==> config.mk <==
export PLATFORM = sky130hd
export DESIGN_NAME = ds_led_msg_sink
export DESIGN_NICKNAME = d
export VERILOG_FILES = /design/src/rtl/ds_led_msg_sink_pkg.sv /design/src/rtl/ds_led_msg_sink_sat_counter.sv /design/src/rtl/ds_led_msg_sink.sv
export SDC_FILE = /design/constraint.sdc
export NUM_CORES = 1
export LEC_CHECK = 0
export CORE_MARGIN = 2
export CORE_UTILIZATION = 41
export CTS_CLUSTER_DIAMETER = 80
export DETAILED_ROUTE_END_ITERATION = 8
export MAX_ROUTING_LAYER = met4
export PLACE_DENSITY = 0.82
export SLEW_MARGIN = 0
export SYNTH_ARGS = -nofsm -noshare
export SYNTH_HDL_FRONTEND = slang
export SYNTH_HIERARCHICAL = 1
export SYNTH_SLANG_ARGS = --single-unit
==> constraint.sdc <==
create_clock -name clk -period 4.6 [get_ports clk]
set_input_delay 1.15 -clock clk [delete_from_list [all_inputs] [get_ports clk]]
set_output_delay 1.15 -clock clk [all_outputs]
set_load 0.05 [all_outputs]
==> src/rtl/ds_led_msg_sink_pkg.sv <==
// ds_led_msg_sink_pkg
//   Shared definitions for the LED message sink: header magic, header field
//   positions, FSM state type and a small header decode helper.
package ds_led_msg_sink_pkg;

    // Header word layout (low 32 bits of the sop beat)
    localparam logic [15:0] MAGIC         = 16'hA5C3;
    localparam int          HDR_MAGIC_LSB = 16;
    localparam int          HDR_SEQ_LSB   = 8;
    localparam int          HDR_LED_LSB   = 0;

    typedef enum logic [1:0] {
        IDLE   = 2'd0,
        IN_PKT = 2'd1,
        DROP   = 2'd2
    } state_t;

    typedef struct packed {
        logic [15:0] magic;
        logic [7:0]  seq;
        logic [7:0]  led;
    } hdr_t;

    function automatic hdr_t hdr_decode(input logic [31:0] w);
        hdr_t h;
        h.magic = w[HDR_MAGIC_LSB +: 16];
        h.seq   = w[HDR_SEQ_LSB   +: 8];
        h.led   = w[HDR_LED_LSB   +: 8];
        return h;
    endfunction

endpackage

==> src/rtl/ds_led_msg_sink_sat_counter.sv <==
// sat_counter
//   Saturating up-counter. Adds 'inc' each cycle and clamps at all-ones.
//   inc is a small unsigned amount so one cycle can record more than one
//   event (e.g. an abandoned packet and a bad header on the same beat).
// Ports
//   clk    in   1       clock
//   reset  in   1       synchronous, active-high; clears count
//   inc    in   INC_W   amount to add this cycle
//   count  out  W       current count, saturating at all-ones
module sat_counter #(
    parameter int W     = 16,
    parameter int INC_W = 1
) (
    input  logic             clk,
    input  logic             reset,
    input  logic [INC_W-1:0] inc,
    output logic [W-1:0]     count
);

    localparam int SW = W + 1;

    // One extra bit catches overflow of the add.
    logic [W:0] sum;
    assign sum = {1'b0, count} + SW'(inc);

    always_ff @(posedge clk) begin
        if (reset)       count <= '0;
        else if (sum[W]) count <= '1;
        else             count <= sum[W-1:0];
    end

endmodule

==> src/rtl/ds_led_msg_sink.sv <==
// ds_led_msg_sink
//   Consumer of a NAP data-stream RX interface. Validates packet framing and
//   the header magic, latches an 8-bit LED value from each good packet, tracks
//   sequence continuity, counts good/bad packets and shows a fixed pattern
//   when messages stop arriving.
// Ports
//   clk            in   1           clock
//   reset          in   1           synchronous, active-high
//   rx_valid       in   1           beat valid
//   rx_ready       out  1           sink ready (1 every cycle out of reset)
//   rx_sop         in   1           first beat of packet
//   rx_eop         in   1           last beat of packet
//   rx_data        in   DATA_WIDTH  beat payload, header in [31:0] on sop
//   rx_addr        in   ADDR_WIDTH  source address
//   leds           out  8           LED value
//   last_src       out  ADDR_WIDTH  rx_addr of last committed packet
//   timed_out      out  1           watchdog expired
//   pkt_count      out  16          good packets, saturating
//   err_count      out  16          framing + header errors, saturating
//   seq_err_count  out  16          sequence discontinuities, saturating
module ds_led_msg_sink
    import ds_led_msg_sink_pkg::*;
#(
    parameter int          DATA_WIDTH      = 256,
    parameter int          ADDR_WIDTH      = 4,
    parameter logic [31:0] TIMEOUT_CYCLES  = 32'd100_000_000,
    parameter logic [7:0]  RESET_PATTERN   = 8'h00,
    parameter logic [7:0]  TIMEOUT_PATTERN = 8'hAA
) (
    input  logic                  clk,
    input  logic                  reset,
    input  logic                  rx_valid,
    output logic                  rx_ready,
    input  logic                  rx_sop,
    input  logic                  rx_eop,
    input  logic [DATA_WIDTH-1:0] rx_data,
    input  logic [ADDR_WIDTH-1:0] rx_addr,
    output logic [7:0]            leds,
    output logic [ADDR_WIDTH-1:0] last_src,
    output logic                  timed_out,
    output logic [15:0]           pkt_count,
    output logic [15:0]           err_count,
    output logic [15:0]           seq_err_count
);

    // Watchdog saturates at its trip value; when disabled it simply stays 0.
    localparam logic [31:0] WD_LAST = (TIMEOUT_CYCLES == 32'd0) ? 32'd0 : TIMEOUT_CYCLES - 32'd1;

    state_t                state, nxt_state;
    logic [7:0]            lat_led, lat_seq;
    logic [ADDR_WIDTH-1:0] lat_addr;
    logic                  seq_valid;
    logic [7:0]            expected_seq;
    logic [31:0]           wdog, wd_nxt;

    logic                  accept;
    hdr_t                  hdr;
    logic                  magic_ok;
    logic                  do_commit, do_latch;
    logic                  abandon, hdr_err, frm_err;
    logic [7:0]            c_led, c_seq;
    logic [ADDR_WIDTH-1:0] c_addr;
    logic [1:0]            err_inc;
    logic                  seq_inc, pkt_inc;

    assign accept   = rx_valid & rx_ready;
    assign hdr      = hdr_decode(rx_data[31:0]);
    assign magic_ok = (hdr.magic == MAGIC);

    // Payload above the header word carries nothing this sink uses.
    generate
        if (DATA_WIDTH > 32) begin : g_hi
            logic unused_hi;
            assign unused_hi = ^rx_data[DATA_WIDTH-1:32];
        end
    endgenerate

    // Beat decode. A sop beat is treated identically in every state, apart
    // from the abandon error raised when it cuts short a packet in flight.
    always_comb begin
        nxt_state = state;
        do_commit = 1'b0;
        do_latch  = 1'b0;
        abandon   = 1'b0;
        hdr_err   = 1'b0;
        frm_err   = 1'b0;
        c_led     = lat_led;
        c_seq     = lat_seq;
        c_addr    = lat_addr;
        if (accept) begin
            if (rx_sop) begin
                abandon = (state == IN_PKT);
                if (magic_ok) begin
                    if (rx_eop) begin
                        do_commit = 1'b1;
                        c_led     = hdr.led;
                        c_seq     = hdr.seq;
                        c_addr    = rx_addr;
                        nxt_state = IDLE;
                    end else begin
                        do_latch  = 1'b1;
                        nxt_state = IN_PKT;
                    end
                end else begin
                    hdr_err   = 1'b1;
                    nxt_state = rx_eop ? IDLE : DROP;
                end
            end else begin
                unique case (state)
                    IDLE: begin
                        frm_err   = 1'b1;
                        nxt_state = rx_eop ? IDLE : DROP;
                    end
                    IN_PKT: begin
                        if (rx_eop) begin
                            do_commit = 1'b1;
                            nxt_state = IDLE;
                        end
                    end
                    DROP: begin
                        if (rx_eop) nxt_state = IDLE;
                    end
                    default: nxt_state = IDLE;
                endcase
            end
        end
    end

    assign err_inc = {1'b0, abandon} + {1'b0, hdr_err | frm_err};
    assign seq_inc = do_commit & seq_valid & (c_seq != expected_seq);
    assign pkt_inc = do_commit;
    assign wd_nxt  = (wdog == WD_LAST) ? wdog : wdog + 32'd1;

    always_ff @(posedge clk) begin
        if (reset) begin
            state        <= IDLE;
            rx_ready     <= 1'b0;
            leds         <= RESET_PATTERN;
            last_src     <= '0;
            timed_out    <= 1'b0;
            seq_valid    <= 1'b0;
            expected_seq <= 8'h00;
            wdog         <= 32'd0;
            lat_led      <= 8'h00;
            lat_seq      <= 8'h00;
            lat_addr     <= '0;
        end else begin
            rx_ready <= 1'b1;
            state    <= nxt_state;
            if (do_latch) begin
                lat_led  <= hdr.led;
                lat_seq  <= hdr.seq;
                lat_addr <= rx_addr;
            end
            // A commit takes priority over a watchdog trip in the same cycle.
            if (do_commit) begin
                leds         <= c_led;
                last_src     <= c_addr;
                timed_out    <= 1'b0;
                wdog         <= 32'd0;
                seq_valid    <= 1'b1;
                expected_seq <= c_seq + 8'd1;
            end else if (TIMEOUT_CYCLES != 32'd0) begin
                wdog <= wd_nxt;
                if (wd_nxt == WD_LAST) begin
                    timed_out <= 1'b1;
                    leds      <= TIMEOUT_PATTERN;
                end
            end
        end
    end

    sat_counter #(.W(16), .INC_W(1)) u_pkt_cnt (
        .clk(clk), .reset(reset), .inc(pkt_inc), .count(pkt_count)
    );

    sat_counter #(.W(16), .INC_W(2)) u_err_cnt (
        .clk(clk), .reset(reset), .inc(err_inc), .count(err_count)
    );

    sat_counter #(.W(16), .INC_W(1)) u_seq_cnt (
        .clk(clk), .reset(reset), .inc(seq_inc), .count(seq_err_count)
    );

endmodule

==> results.json <==
{
  "power.total_uw": 2589,
  "port_buffers": 102,
  "worstSetupPathType": "primary input to register",
  "die_x_um": 129.8,
  "diodes": 0,
  "critPathArrivalTime_ns": 4.44,
  "antenna_found_initial": 0,
  "core_um2": 15310,
  "pin_count": 327,
  "synth_edf_count": 0,
  "synth_nets": 1062,
  "drtPass1Iterations": 4,
  "async_flop_share_pct": 0,
  "drive_gt1_share_pct": 8.797,
  "grt_pass1_vias": 5438,
  "peakVddDrop_mv": 0.2711,
  "path_cells": "clkdlybuf4s50_1 -> nor4bb_1 -> nand3_1 -> nor3_2 -> buf_4 -> mux2i_1 -> xor2_1 -> o221ai_1 -> nor3_1 -> a21oi_1 -> ha_1 -> nand4_4 -> buf_4 -> nor3_1 -> nand2_1 -> a221oi_1",
  "synth_fa_ha_area_share_pct": 2.431,
  "yosysSeqAreaShare_pct": 38.60,
  "start_kind": "primary input",
  "maxCapViolCount": 0,
  "drt_iter0_markers": 351,
  "via_per_inst": 5.421,
  "synthMuxAreaShare_pct": 2.779,
  "final.period_utilization_pct": 89.39,
  "grt_max_degree": 66,
  "fillers": 1441,
  "cts_buffers": 17,
  "cp_top_family": "simple AND/OR/NAND/NOR gates",
  "routedWlPerCell_um": 14.11,
  "synth_top_family_by_area": "simple AND/OR/NAND/NOR gates",
  "start_util_pct": 42.34,
  "status": "finished clean",
  "grt-ovfl-total": 0,
  "rows": 45,
  "p_leak_uw": 0.002932,
  "hold_path.class": "register to register",
  "final_antenna_net_count": 0,
  "ys_ff_latch": 125,
  "syn-cell-area_um2": 6484,
  "worstMarginPinSlew_ns": 0.6874,
  "fin_crit_ns": 4.112,
  "crit_buf_inv": 3,
  "highest-signal-layer": "met4",
  "vias": 6012,
  "drv_slew": 0,
  "grt_pass1_wl_um": 26230,
  "die_y_um": 129.8,
  "ctsHoldBuffers": 0,
  "wl_met1_um": 7088,
  "gp_congestion": 0.9187,
  "htreeDepth": 4,
  "cts-root-buf": "clkbuf_16",
  "cts_setup_buffers": 0,
  "drt_drc_violations_left": 0,
  "cts.sinks": 125,
  "layout_commonest_cell": "dfxtp_1",
  "end_kind": "register",
  "ys.flop_type": "dfxtp_1",
  "final_hold_viol_count": 0,
  "ctsResizeCount": 0,
  "fmaxAchievable_ghz": 0.2432,
  "rsz0062_at_grt": "false",
  "setup_ws_ns": 0.4879,
  "die-area_um2": 16840,
  "grtUsageTotal_pct": 19.84,
  "final_nets": 1163,
  "dp_hpwl_um": 11200,
  "clk-insertion-delay-late_ns": 0.42,
  "syn_inst": 785,
  "pre_cts_slack_ns": -0.01272,
  "areaGrowthSynthToFinish_pct": 29.22,
  "finalClockSkew_ns": 0.005508,
  "avgSynthCellArea_um2": 8.260,
  "yosys.area_share.xor_xnor_pct": 8.645,
  "path_max_fanout": 10,
  "hold_slack_ns": 0.4506,
  "cp_slowest_cell": "clkdlybuf4s50_1",
  "ys_warn_count": 6,
  "clk_path_buf_depth": 2,
  "synth-simple-area-share_pct": 29.24,
  "timing.max_slew.rel_slack_pct": 54.18,
  "clkTransAtPathRegs_ns": 0.06,
  "p_per_area_nw_per_um2": 309.0,
  "final_cell_mix": "dfxtp_1, clkdlybuf4s50_1, nand2_1",
  "routed_wl_um": 15650,
  "required_ns": 4.93,
  "finalSetupViolations": 0,
  "cp_slowest_stage_delay_ns": 0.44,
  "synth.distinct_cells": 70,
  "cts_tree": "done",
  "wl_met3_um": 798,
  "met2_length_um": 7502,
  "synth-compound-area-share_pct": 13.74
}
[per-stage QoR]
stage	utilization, %	instances	cell area, um^2	setup TNS, ns
after floorplan	-	785	6484	0
after global placement	50.59	1078	7747	0
after detailed placement	50.59	1078	7747	-0.01272
after CTS	54.67	1109	8372	0
after global routing	54.71	1109	8378	0
final	54.71	1109	8378	0
[where the power goes]
part / switching, uW / internal [uW] / total, uW
combinational: 46.2 / 43.6 / 89.8
sequential: 7.13 / 1090 / 1090
clock: 474 / 931 / 1400
total: 527 / 2060 / 2590
[state kept, by name, summed over array words and instances, names as in the netlist]
signal / flops
seq_valid: 1
u_seq_cnt/count: 16
last_src: 4
lat_addr: 4
wdog: 32
timed_out: 1
expected_seq: 8
lat_led: 8
rx_ready: 1
u_err_cnt/count: 16
u_pkt_cnt/count: 16
state: 2
leds: 8
lat_seq: 8
[final timing paths]
kind / startpoint / depth (start not counted) / slack, ns / to
min: expected_seq[1] / 2 / 0.45 / expected_seq[1]
max: rx_data[26] / 16 / 0.49 / u_seq_cnt/count[8]
min reg2reg: expected_seq[1] / 2 / 0.45 / expected_seq[1]
max reg2reg: wdog[0] / 9 / 1.05 / leds[0]
[Yosys cell counts (4+ instances only)]
cell type  number  area share (%)
nor2_1         90             5.2
buf_1           4            0.23
mux2i_1        18             2.8
dfxtp_1       125              39
nand4_2         4            0.77
nor3b_1         9             1.0
inv_1          27             1.6
nand4_1        18             1.7
o21ai_0         7            0.54
a31oi_1        10            0.96
xor2_1         23             3.1
and4_1          4            0.54
and2_1          7            0.68
a22oi_1         5            0.58
xnor2_1        41             5.5
a31o_1          4            0.54
clkbuf_1       28             1.6
nand2_1        96             5.6
o22ai_1         6            0.58
a211oi_1       12             1.4
and3_1         19             1.8
nor3_1         19             1.5
a21oi_1        75             5.8
ha_1           11             2.1
nand3_1        31             2.4
nor4_1         17             1.6
buf_2           6            0.46
[routing by layer]
layer	track usage [%]	vias to the layer above
met5	-	-
met4	6.388	0
met3	4.756	18
met2	30.95	167
met1	25.43	2842
li1	-	2985
[cells by family after synthesis]
group	count (synthesis)
and+or+nand+nor	352
adders and majority gates	12
muxes	18
AOI/OAI and AO/OA	144
xor gates and xnor gates	64
DFF	125
buffers and inverters	70
[final cells by class]
type / count / area, um^2 / area share [%]
clock buffers: 21 / 460.4 / 5.496
inverters: 27 / 101.3 / 1.210
repair buffers: 125 / 1189 / 14.19
clock inverters: 10 / 163.9 / 1.956
well taps: 211 / 264.0 / 3.151
multi-input cells: 590 / 3697 / 44.13
flip-flops and latches: 125 / 2502 / 29.87
[tightest hold or removal path, cell delays in order (launching register included)]
cell and delay (ns):
dfxtp_1 0.30, nand2_1 0.05, a21oi_1 0.05
Power figures use the tool's default switching activity.
